$ cat config.mk
export PLATFORM = sky130hd
export DESIGN_NAME = hwpe_ctrl_job_dispatcher
export DESIGN_NICKNAME = d
export VERILOG_FILES = /design/src/rtl/hwpe_ctrl_package.sv /design/src/rtl/hwpe_ctrl_job_dispatcher.sv
export SDC_FILE = /design/constraint.sdc
export NUM_CORES = 1
export LEC_CHECK = 0
export BUFFER_PORTS_ARGS = -buffer_cell sky130_fd_sc_hd__buf_2
export CELL_PAD_IN_SITES_DETAIL_PLACEMENT = 1
export CELL_PAD_IN_SITES_GLOBAL_PLACEMENT = 1
export CORE_AREA = 2 2 266 268
export DETAILED_ROUTE_END_ITERATION = 10
export DIE_AREA = 0 0 268 270
export PLACE_DENSITY_LB_ADDON = 0.1
export SYNTH_ARGS = -nofsm -noshare
export SYNTH_HDL_FRONTEND = slang
export SYNTH_SLANG_ARGS = --single-unit
$ cat constraint.sdc
create_clock -name clk_i -period 5 [get_ports clk_i]
set_clock_uncertainty 0.2 [all_clocks]
set_input_delay 0.25 -clock clk_i [delete_from_list [all_inputs] [get_ports clk_i]]
set_output_delay 0.25 -clock clk_i [all_outputs]
set_load 0.02 [all_outputs]
$ cat src/rtl/hwpe_ctrl_package.sv
// Shared constants and state encoding for the HWPE control job dispatcher.
// The POLL states exist only when HWPE_CTRL_DISPATCH_WAIT_EN is defined.
package hwpe_ctrl_package;

  localparam logic [31:0] HWPE_CTRL_OFFS_TRIGGER = 32'h00;
  localparam logic [31:0] HWPE_CTRL_OFFS_ACQUIRE = 32'h04;
  localparam logic [31:0] HWPE_CTRL_OFFS_STATUS  = 32'h0C;

  typedef enum logic [3:0] {
    DS_IDLE,
    DS_ACQ_REQ,
    DS_ACQ_RSP,
    DS_BACKOFF,
    DS_WR_REQ,
    DS_WR_RSP,
    DS_TRIG_REQ,
    DS_TRIG_RSP,
`ifdef HWPE_CTRL_DISPATCH_WAIT_EN
    DS_POLL_REQ,
    DS_POLL_RSP,
`endif
    DS_FINISH,
    DS_DRAIN
  } dispatch_state_t;

endpackage

$ cat src/rtl/hwpe_ctrl_job_dispatcher.sv
// Bus master that acquires an HWPE context, writes job registers and triggers.
// Define HWPE_CTRL_DISPATCH_WAIT_EN to poll STATUS until the HWPE is idle.
module hwpe_ctrl_job_dispatcher
  import hwpe_ctrl_package::*;
#(
  parameter int unsigned N_JOB_REGS    = 16,
  parameter logic [31:0] JOB_BASE_OFFS = 32'h20,
  parameter int unsigned BACKOFF_CYC   = 8,
  parameter int unsigned ID_WIDTH      = 8,
  localparam int unsigned NW = $clog2(N_JOB_REGS + 1)
) (
  input  logic                    clk_i,
  input  logic                    rst_ni,
  input  logic                    clear_i,
  input  logic [31:0]             base_addr_i,
  input  logic                    job_valid_i,
  output logic                    job_ready_o,
  input  logic [NW-1:0]           job_nregs_i,
  input  logic [N_JOB_REGS*32-1:0] job_regs_i,
  output logic                    periph_req_o,
  input  logic                    periph_gnt_i,
  output logic [31:0]             periph_add_o,
  output logic                    periph_wen_o,
  output logic [3:0]              periph_be_o,
  output logic [31:0]             periph_data_o,
  output logic [ID_WIDTH-1:0]     periph_id_o,
  input  logic                    periph_r_valid_i,
  input  logic [31:0]             periph_r_data_i,
  output logic                    busy_o,
  output logic [7:0]              job_id_o,
  output logic                    done_o
);

  localparam int unsigned IW = (N_JOB_REGS > 1) ? $clog2(N_JOB_REGS) : 1;
  localparam int unsigned CW = $clog2(BACKOFF_CYC + 1);
  localparam logic [NW-1:0] NMAX = NW'(N_JOB_REGS);

  dispatch_state_t state_q, state_d;

  logic [31:0]         regs_q [N_JOB_REGS];
  logic [NW-1:0]       nregs_q, idx_q;
  logic [CW-1:0]       cnt_q;
  logic [7:0]          job_id_q;
  logic [ID_WIDTH-1:0] id_q;
  logic                accept, granted, rsp_pending, last_wr;
  logic                unused_rdata;

  assign accept  = job_valid_i & job_ready_o;
  assign granted = periph_req_o & periph_gnt_i;
  assign last_wr = (idx_q + NW'(1)) == nregs_q;

  // States in which a granted transaction still awaits its response
  assign rsp_pending = (state_q == DS_ACQ_RSP)  |
                       (state_q == DS_WR_RSP)   |
                       (state_q == DS_TRIG_RSP) |
`ifdef HWPE_CTRL_DISPATCH_WAIT_EN
                       (state_q == DS_POLL_RSP) |
`endif
                       (state_q == DS_DRAIN);

  always_ff @(posedge clk_i or negedge rst_ni) begin
    if (!rst_ni) state_q <= DS_IDLE;
    else         state_q <= state_d;
  end

  always_comb begin
    state_d = state_q;
    unique case (state_q)
      DS_IDLE:     if (job_valid_i) state_d = DS_ACQ_REQ;
      DS_ACQ_REQ:  if (periph_gnt_i) state_d = DS_ACQ_RSP;
      DS_ACQ_RSP: begin
        if (periph_r_valid_i) begin
          if (periph_r_data_i[31])  state_d = DS_BACKOFF;
          else if (nregs_q == '0)   state_d = DS_TRIG_REQ;
          else                      state_d = DS_WR_REQ;
        end
      end
      DS_BACKOFF:  if (cnt_q == CW'(1)) state_d = DS_ACQ_REQ;
      DS_WR_REQ:   if (periph_gnt_i) state_d = DS_WR_RSP;
      DS_WR_RSP: begin
        if (periph_r_valid_i)
          state_d = last_wr ? DS_TRIG_REQ : DS_WR_REQ;
      end
      DS_TRIG_REQ: if (periph_gnt_i) state_d = DS_TRIG_RSP;
`ifdef HWPE_CTRL_DISPATCH_WAIT_EN
      DS_TRIG_RSP: if (periph_r_valid_i) state_d = DS_POLL_REQ;
      DS_POLL_REQ: if (periph_gnt_i) state_d = DS_POLL_RSP;
      DS_POLL_RSP: begin
        if (periph_r_valid_i)
          state_d = (periph_r_data_i == '0) ? DS_FINISH : DS_POLL_REQ;
      end
`else
      DS_TRIG_RSP: if (periph_r_valid_i) state_d = DS_FINISH;
`endif
      DS_FINISH:   state_d = DS_IDLE;
      DS_DRAIN:    if (periph_r_valid_i) state_d = DS_IDLE;
      default:     state_d = DS_IDLE;
    endcase
    // Abort wins over every other event; an answered transaction needs no drain
    if (clear_i)
      state_d = (rsp_pending && !periph_r_valid_i) ? DS_DRAIN : DS_IDLE;
  end

  always_comb begin
    periph_req_o  = 1'b0;
    periph_add_o  = '0;
    periph_wen_o  = 1'b1;
    periph_data_o = '0;
    unique case (state_q)
      DS_ACQ_REQ: begin
        periph_req_o = ~clear_i;
        periph_add_o = base_addr_i + HWPE_CTRL_OFFS_ACQUIRE;
      end
      DS_WR_REQ: begin
        periph_req_o  = ~clear_i;
        periph_add_o  = base_addr_i + JOB_BASE_OFFS + (32'(idx_q) << 2);
        periph_wen_o  = 1'b0;
        periph_data_o = regs_q[idx_q[IW-1:0]];
      end
      DS_TRIG_REQ: begin
        periph_req_o = ~clear_i;
        periph_add_o = base_addr_i + HWPE_CTRL_OFFS_TRIGGER;
        periph_wen_o = 1'b0;
      end
`ifdef HWPE_CTRL_DISPATCH_WAIT_EN
      DS_POLL_REQ: begin
        periph_req_o = ~clear_i;
        periph_add_o = base_addr_i + HWPE_CTRL_OFFS_STATUS;
      end
`endif
      default: ;
    endcase
  end

  assign job_ready_o  = rst_ni & (state_q == DS_IDLE) & ~clear_i;
  assign busy_o       = state_q != DS_IDLE;
  assign done_o       = (state_q == DS_FINISH) & ~clear_i;
  assign periph_be_o  = 4'hF;
  assign periph_id_o  = id_q;
  assign job_id_o     = job_id_q;
  assign unused_rdata = ^periph_r_data_i[30:8];

  always_ff @(posedge clk_i or negedge rst_ni) begin
    if (!rst_ni) begin
      for (int i = 0; i < N_JOB_REGS; i++) regs_q[i] <= '0;
      nregs_q  <= '0;
      idx_q    <= '0;
      cnt_q    <= '0;
      job_id_q <= '0;
      id_q     <= '0;
    end else begin
      if (granted) id_q <= id_q + 1'b1;
      if (clear_i) begin
        job_id_q <= '0;
      end else begin
        if (accept) begin
          for (int i = 0; i < N_JOB_REGS; i++)
            regs_q[i] <= job_regs_i[32*i +: 32];
          nregs_q <= (job_nregs_i > NMAX) ? NMAX : job_nregs_i;
        end
        if (state_q == DS_ACQ_RSP && periph_r_valid_i) begin
          cnt_q <= CW'(BACKOFF_CYC);
          idx_q <= '0;
          if (!periph_r_data_i[31]) job_id_q <= periph_r_data_i[7:0];
        end
        if (state_q == DS_BACKOFF) cnt_q <= cnt_q - 1'b1;
        if (state_q == DS_WR_RSP && periph_r_valid_i) idx_q <= idx_q + 1'b1;
      end
    end
  end

endmodule

==> flow_summary.ini, run 1 <==
[status]
status = finished, final reports clean

[finish]
layout-drive-gt1-share_pct = 48.7
final_util_pct = 54.7
fillers = 7011
nets = 3530
syn_to_final_growth_pct = 44.4
fin_cells = 3952

[die]
rows = 97
dieArea_sq_um = 72400
core-area_sq_um = 69500
die_y_um = 270
die_w_um = 268
start_util_pct = 37.9
num_io_pins = 676

[timing]
whs_ps = 39.1
setup_ws_ps = 403
setup_tns_ps = 0
tightest_slew_ps = 983
final_max_slew_viol_count = 0
rsz0062_at_grt = no
setup_viol = 0
slew_headroom_pct = 34.5
max_clock_freq_mhz = 218
final-hold-violation-count = 0
final.period_utilization_pct = 91.9
period_needed_ps = 4600

[synthesis]
synth.avg_cell_area_sq_um = 14.8
synth_edf_count = 0
yosys_warnings = 0
muxShareOfSynthArea_pct = 36.1
synthSimpleGateAreaFrac_pct = 4.66
yosys-top-cells-area = dfrtp_1 52%, mux2_2 22%, mux4_2 14%, buf_2 1.1%, and2_1 0.88%
netlist_instances = 1777
synth_seq_cells = 546
netlist_area_sq_um = 26300
synth-xor-area-share_pct = 0.932
yosysSeqAreaShare_pct = 51.9
synthFlopType = dfrtp_1
yosysTopAreaCell = dfrtp_1
synth_top_area_share_pct = 51.9
synth_adder_area_share_pct = 0.789
synth_cell_types = 71
synthTopCellsByCount = 546 x dfrtp_1, 514 x mux2_2, 160 x mux4_2, 59 x buf_2, 54 x clkbuf_1
synth_compound_gate_area_share_pct = 3.09
synth.most_common_cell = dfrtp_1
synth_top_family_by_area = multiplexers
async_flop_share_pct = 100

[critical_path]
cp_num_cells = 9
crit_type = reg2out
critPathBufInv = 1
critPathLaunchType = register
critical_path.top_delay_family = compound AO/OA/AOI/OAI gates
path_max_fanout = 20
critPathCaptureType = primary output
r2r_end = state_q[0]$_DFFE_PN0P_
cpMostUsedCell = ha_1
r2r_slack_ps = 1330
cp-endpoint = periph_add_o[29]
crit_required_ps = 4550
path_cells = ha_1, ha_1, fa_1, a211o_1, a21oi_1, nand3b_1, o22ai_1, a222oi_1, buf_2
ff2ff_path_depth = 8
critPathLaunch = idx_q[0]$_DFFE_PN0P_
timing.rr.start = state_q[1]$_DFFE_PN0P_
cp_data_arrival_time_ps = 4150
cpMaxStageDelayCell = dfrtp_4
max_stage_delay_ps = 700

[place]
portBuffers = 648
hpwl_um = 60800
numPlacedInstances = 3261
dpl_worst_slack_ps = 1030
place.gp.congestion = 0.836

[detailed_routing]
vias = 20400
drcViolationCount = 0
antenna_left = 0
initialDrtViolationCount = 959
via_per_inst = 5.16
first_pass_iters = 5
drt_wl_total_um = 95600
wire_per_inst_um = 24.2

[cts]
cts_resized = 0
cts_tree = done
cts_buffer_depth = 3
clk_pin_slew_ps = 60
htreeDepth = 2
cts_num_sinks = 546
clk_latency_ps = 620
cts_buffers = 61
ctsRootBufferMaster = clkbuf_16

[pwr]
vdd.ir_drop.worst_mv = 0.380
leakage_uw = 0.0168
seqPwrFrac_pct = 41.7
swShare_pct = 30.6
p_sw_uw = 5900
p_comb_share_pct = 34.7
p_int_uw = 13400
clkPwrFrac_pct = 23.6
powerDensity_nw_per_um2 = 506

[global_routing]
grt_max_degree = 169
grt_pass1_wl_um = 146000
track_usage_pct = 26.4
antenna_found_initial = 46
grt.overflow.total = 0
grt_pass1_vias = 24000

[run]
max_cap_violations = 0

[min_path]
min_path_type = in2async
## per-stage QoR
stage,instance area (sq um),power [uW]
CTS,37900,19200
global route,38000,20300
global placement,30500,13800
floorplan,26300,12200
finish,38000,19300
detailed placement,30500,14200
## how the worst min path moves through the flow
stage	startpoint	to	slack [ps]	cells past startpoint
2_1_floorplan	rst_ni	cnt_q[0]$_DFFE_PN0P_	-250	0
3_3_place_gp	rst_ni	regs_q[256]$_DFFE_PN0P_	120	1
3_5_place_dp	rst_ni	regs_q[256]$_DFFE_PN0P_	110	1
4_1_cts	rst_ni	regs_q[256]$_DFFE_PN0P_	50	2
5_1_grt	rst_ni	regs_q[256]$_DFFE_PN0P_	80	2
6_report	rst_ni	regs_q[256]$_DFFE_PN0P_	40	2
## flip-flops by register name, summed over array words and instances (netlist names)
signal,cells
periph_id_o,8
nregs_q,5
cnt_q,4
job_id_o,8
state_q,4
regs_q,512
idx_q,5
## area by class of cell
class	instances	area, sq um	area share [%]
Sequential cell	546	13700	36.0
Inverter	15	56.3	0.148
Timing Repair Buffer	1214	9000	23.7
Clock buffer	99	1820	4.79
Clock inverter	10	165	0.434
Multi-Input combinational cell	1089	12000	31.6
Tap cell	940	1180	3.09
Antenna cell	39	97.6	0.257
## cell families (layout without fill, tap and decap cells)
kind of cell,count (synthesis),after routing
XOR/XNOR,28,28
flip-flops,546,546
AND/OR/NAND/NOR,228,228
buffers and inverters,145,1338
other,1,43
AO/OA/AOI/OAI,129,129
multiplexers,684,684
adder cells (fa/ha/maj),16,16
## cells in the final DEF (no fill, tap or decap), types with 15 or more instances in the layout
| cell type | n |
|---|---|
| diode_2 | 39 |
| and2_1 | 37 |
| buf_2 | 647 |
| nor3_1 | 16 |
| o21ai_0 | 43 |
| ha_1 | 15 |
| mux2_2 | 514 |
| nand2_1 | 52 |
| a21oi_1 | 30 |
| inv_1 | 15 |
| nor2_1 | 43 |
| nand3_1 | 15 |
| mux4_2 | 160 |
| clkbuf_16 | 62 |
| dlygate4sd3_1 | 543 |
| xnor2_1 | 17 |
| dfrtp_1 | 542 |
| clkbuf_1 | 24 |
## power by group through the flow
stage                     combinational (uW)  clock (uW)  sequential, uW
after floorplan                         4910           0            7330
after global placement                  6030           0            7750
after detailed placement                6240           0            7950
after CTS                               6650        4620            7880
after global routing                    7200        4860            8270
final                                   6680        4540            8030
## metal layers
metal  track usage, %  routed length [um]
met1             30.5               36500
met2             47.9               50900
met3             5.63                4880
met4             9.61                3100
met5                0                 134
## what timing repair did
item                      CTS  global route
setup buffers               0             0
hold endpoints to repair  629             0
hold buffers              543             0
Note: power is estimated with default switching activity, not from simulation.
==> run 2, diff against run 1 <==
==> constraint.sdc (replaced) <==
create_clock -name clk_i -period 5 [get_ports clk_i]
set_clock_uncertainty 0.2 [all_clocks]
set_input_delay 0.75 -clock clk_i [delete_from_list [all_inputs] [get_ports clk_i]]
set_output_delay 0.75 -clock clk_i [all_outputs]
set_load 0.02 [all_outputs]
==> flow_summary.ini, run 2 (same netlist as run 1, synthesis figures left out) <==
[status]
status = finished, final reports clean

[critical_path]
r2r_slack_ps = 1680
timing.rr.start = state_q[3]$_DFFE_PN0P_
critPathLaunchType = register
crit_required_ps = 4050
cpMostUsedCell = ha_1
path_cells = ha_1, ha_1, fa_1, a211o_1, a21oi_1, nand3b_1, and4bb_2, xnor2_1, o22ai_1, buf_2
r2r_end = regs_q[356]$_DFFE_PN0P_
cpMaxStageDelayCell = dfrtp_4
ff2ff_path_depth = 6
critPathCaptureType = primary output
cp_data_arrival_time_ps = 3920
max_stage_delay_ps = 490
path_max_fanout = 9
crit_type = reg2out

[pwr]
swShare_pct = 29.6
p_comb_share_pct = 33.9
leakage_uw = 0.0146
seqPwrFrac_pct = 41.7
finalPower_uw = 18600
clkPwrFrac_pct = 24.4
p_int_uw = 13100
p_sw_uw = 5510
vdd.ir_drop.worst_mv = 0.301
powerDensity_nw_per_um2 = 569

[finish]
top_register = regs_q
largest_reg_flops = 512
nets = 2995
final_util_pct = 47.0
final_common_cell = buf_2
syn_to_final_growth_pct = 24.2
layout-drive-gt1-share_pct = 60.0
fillers = 7157
layout_common_cells = 647 x buf_2, 542 x dfrtp_1, 514 x mux2_2

[detailed_routing]
drcViolationCount = 0
vias = 18000
antenna_left = 0
via_per_inst = 5.25
wire_per_inst_um = 24.6
drt_wl_total_um = 84400
first_pass_iters = 5
initialDrtViolationCount = 944

[timing]
setup_viol = 0
tightest_slew_ps = 1220
final-hold-violation-count = 0
rsz0062_at_grt = no
max_clock_freq_mhz = 206
setup_tns_ps = 0
setup_ws_ps = 134
final_max_slew_viol_count = 0
period_needed_ps = 4870
final.period_utilization_pct = 97.3
slew_headroom_pct = 18.5

[die]
core-area_sq_um = 69500
start_util_pct = 37.9
die_y_um = 270
dieArea_sq_um = 72400
num_io_pins = 676
die_w_um = 268
rows = 97

[place]
portBuffers = 648
place.gp.congestion = 0.846
hpwl_um = 61000
dpl_worst_slack_ps = 367

[global_routing]
grt_max_degree = 171
grt_pass1_wl_um = 125000
track_usage_pct = 23.0
grt.overflow.total = 0
antenna_found_initial = 73
grt_pass1_vias = 19700

[cts]
cts_num_sinks = 546
cts_buffers = 61
clk_pin_slew_ps = 60
cts_setup_buffers = 0
ctsRootBufferMaster = clkbuf_16
htreeDepth = 2
clk_latency_ps = 590
cts_buffer_depth = 3
cts_tree = done

[min_path]
min_path_type = in2reg
worstHoldStart = job_regs_i[505]
holdPathEnd = regs_q[25]$_DFFE_PN0P_
min_path_cells = 2

[run]
max_cap_violations = 0
==> run 2: cell count changes in the layout (fill, tap and decap cells not counted), sizes merged <==
| cell | before | now |
|---|---|---|
| diode | 39 | 43 |
| dlygate4sd3 | 543 | 1 |
| buf | 671 | 678 |
| clkinv | 6 | 15 |
| clkbuf | 99 | 95 |
==> run 2: per-stage QoR <==
stage	std cells	area, sq um	hold WS [ps]
5_1_grt	3418	32700	113
2_1_floorplan	1780	26300	254
4_1_cts	3383	32600	104
3_5_place_dp	3268	30500	274
6_report	3426	32700	149
3_3_place_gp	3268	30500	258
==> run 2: timing repair <==
action                                  CTS  global route
endpoints found under the setup margin    0             0
gates resized for setup                   0             0
hold endpoints to repair                 58             0
hold buffers                              1             0
==> run 2: worst max-delay path by stage <==
stage               slack (ps)                to  cells past startpoint                  from
finish                     130  periph_add_o[31]                     10  idx_q[1]$_DFFE_PN0P_
global route                 4  periph_add_o[31]                     10  idx_q[1]$_DFFE_PN0P_
global placement           430  periph_add_o[31]                     11        base_addr_i[3]
detailed placement         370  periph_add_o[31]                     11        base_addr_i[3]
CTS                        110  periph_add_o[31]                     10  idx_q[1]$_DFFE_PN0P_
floorplan                  500  periph_add_o[29]                     11  idx_q[3]$_DFFE_PN0P_
==> run 2: per-layer routing <==
| metal | track usage, % | vias to the layer above | wire [um] |
|---|---|---|---|
| li1 | - | 7930 | - |
| met1 | 27.6 | 9332 | 32900 |
| met2 | 38.7 | 488 | 42600 |
| met3 | 7.10 | 186 | 6170 |
| met4 | 8.57 | 54 | 2470 |
| met5 | 0 | - | 324 |
==> run 2: power groups by stage <==
| stage | Sequential, uW | Clock (uW) | Combinational [uW] |
|---|---|---|---|
| after floorplan | 7330 | 0 | 4910 |
| after global placement | 7630 | 0 | 6200 |
| after detailed placement | 7810 | 0 | 6380 |
| after CTS | 7750 | 4690 | 6410 |
| after global routing | 8020 | 4860 | 6840 |
| final | 7760 | 4550 | 6300 |
==> run 2: critical path: cells and delay by family, from the launching register on <==
family	cells	cell delay, ps
buf+inv	1	180
simple gates	2	710
fa+ha+maj	3	1000
xor+xnor	1	120
compound gates	3	820
flops	1	490
==> run 2: area by class of cell <==
cell class	count	area, sq um	area share [%]
Tap cell	940	1180	3.60
Antenna cell	43	108	0.329
Clock inverter	19	220	0.674
Clock buffer	95	1820	5.56
Multi-Input combinational cell	1089	12000	36.8
Inverter	15	56.3	0.172
Sequential cell	546	13700	41.8
Timing Repair Buffer	679	3610	11.1
==> run 3, diff against run 2 <==
==> constraint.sdc (replaced) <==
create_clock -name clk_i -period 5.18 [get_ports clk_i]
set_clock_uncertainty 0.2 [all_clocks]
set_input_delay 0.777 -clock clk_i [delete_from_list [all_inputs] [get_ports clk_i]]
set_output_delay 0.777 -clock clk_i [all_outputs]
set_load 0.1 [all_outputs]
==> flow_summary.ini, run 3 (same netlist as run 1, synthesis figures left out) <==
[status]
status = finished, final reports clean

[pwr]
p_comb_share_pct = 36.5
swShare_pct = 32.5
powerDensity_nw_per_um2 = 576
clkPwrFrac_pct = 23.8
vdd.ir_drop.worst_mv = 0.420
p_int_uw = 12800
p_sw_uw = 6150
seqPwrFrac_pct = 39.7
leakage_uw = 0.0146

[cts]
clk_latency_ps = 620
cts_buffer_depth = 3
cts_tree = done
cts_num_sinks = 546
htreeDepth = 2
cts_setup_buffers = 0
cts_buffers = 61
clk_pin_slew_ps = 60
ctsRootBufferMaster = clkbuf_16

[place]
portBuffers = 648
placed_cell_area_sq_um = 30600
place.gp.congestion = 0.854
hpwl_um = 61800

[critical_path]
ff2ff_path_depth = 7
critPathLaunch = idx_q[1]$_DFFE_PN0P_
r2r_end = regs_q[91]$_DFFE_PN0P_
path_cells = ha_1, ha_1, fa_1, a211o_1, a21oi_2, nand3b_1, o22ai_1, a222oi_1, buf_12
r2r_slack_ps = 1830
cp_data_arrival_time_ps = 4070
crit_type = reg2out
critPathCaptureType = primary output
cp-endpoint = periph_add_o[29]
cpMostUsedCell = ha_1
cpMaxStageDelayCell = a222oi_1
critPathLaunchType = register
crit_required_ps = 4200
path_max_fanout = 9
max_stage_delay_ps = 550
timing.rr.start = state_q[3]$_DFFE_PN0P_

[timing]
whs_ps = 176
tightest_slew_ps = 1030
final-hold-violation-count = 0
slew_headroom_pct = 31.3
rsz0062_at_grt = no
final_max_slew_viol_count = 0
final.period_utilization_pct = 97.4
max_clock_freq_mhz = 198
setup_viol = 0
setup_tns_ps = 0
period_needed_ps = 5040

[die]
die_w_um = 268
num_io_pins = 676
rows = 97
start_util_pct = 37.9
core-area_sq_um = 69500
dieArea_sq_um = 72400
die_y_um = 270

[finish]
final_common_cell = buf_2
layout-drive-gt1-share_pct = 60.6
top_register = regs_q
fillers = 7236
nets = 2998
largest_reg_flops = 512
layout_common_cells = 645 x buf_2, 542 x dfrtp_1, 514 x mux2_2
finalInstanceArea_sq_um = 32800
syn_to_final_growth_pct = 24.6
final_util_pct = 47.2

[detailed_routing]
drt_wl_total_um = 84600
initialDrtViolationCount = 860
first_pass_iters = 5
drcViolationCount = 0
antenna_left = 0
wire_per_inst_um = 24.7
via_per_inst = 5.29
vias = 18100

[global_routing]
grt_max_degree = 143
grt_pass1_vias = 20100
grt_pass1_wl_um = 127000
antenna_found_initial = 72
track_usage_pct = 23.4
grt.overflow.total = 0

[run]
max_cap_violations = 0

[min_path]
worstHoldStart = job_regs_i[378]
min_path_type = in2reg
[run 3: power by group through the flow]
stage | Sequential, uW | Clock (uW) | Combinational (uW)
2_1_floorplan | 7190 | 0 | 5450
3_3_place_gp | 7380 | 0 | 6790
3_5_place_dp | 7550 | 0 | 6990
4_1_cts | 7490 | 4640 | 7020
5_1_grt | 7750 | 4820 | 7430
6_report | 7500 | 4510 | 6910
[run 3: timing repair]
| item | in CTS | in global routing |
|---|---|---|
| gates resized for setup | 1 | 1 |
| endpoints found under the hold margin | 76 | 0 |
| setup endpoints to repair | 1 | 11 |
| pin swaps | 0 | 0 |
| hold buffers | 1 | 0 |
[run 3: worst min path at each step]
stage                            endpoint  slack [ps]  cells past startpoint
6_report          regs_q[154]$_DFFE_PN0P_         180                      2
5_1_grt           regs_q[439]$_DFFE_PN0P_         140                      2
4_1_cts           regs_q[342]$_DFFE_PN0P_         130                      2
3_5_place_dp   periph_id_o[7]$_DFFE_PN0P_         250                      1
3_3_place_gp   periph_id_o[7]$_DFFE_PN0P_         250                      1
2_1_floorplan        cnt_q[1]$_DFFE_PN0P_         270                      2
[run 3: metal layers]
metal | routed length (um) | part of all wire, % | track usage (%) | vias to the layer above
met2 | 43800 | 52 | 40.5 | 461
met4 | 1720 | 2.0 | 6.50 | 64
met3 | 5810 | 6.9 | 7.28 | 156
met1 | 32800 | 39 | 27.8 | 9457
met5 | 399 | 0.47 | 0 | -
li1 | - | - | - | 7932
[run 3: stage by stage]
| step | instances | power [uW] | worst slack [ps] |
|---|---|---|---|
| after global routing | 3406 | 20000 | 38.6 |
| after CTS | 3383 | 19100 | 59.3 |
| after global placement | 3271 | 14200 | 282 |
| final | 3418 | 18900 | 136 |
| after detailed placement | 3271 | 14500 | 239 |
| after floorplan | 1780 | 12600 | -773 |
[run 3: layout make-up]
type,count,area (sq um),share of cell area (%)
antenna,35,87.6,0.267
sequential,546,13700,41.7
clock buffer,88,1800,5.48
timing repair buffer,682,3640,11.1
multi-input combinational,1089,12100,36.8
tap,940,1180,3.59
inverter,15,56.3,0.172
clock inverter,23,302,0.919
[run 3: worst max-delay path, delay by kind of cell (launching register included)]
kind	cells	cell delay (ps)
AOI/OAI and AO/OA	4	1330
adders and majority gates	3	970
buffers and inverters	1	250
DFF	1	490
and+or+nand+nor	1	390
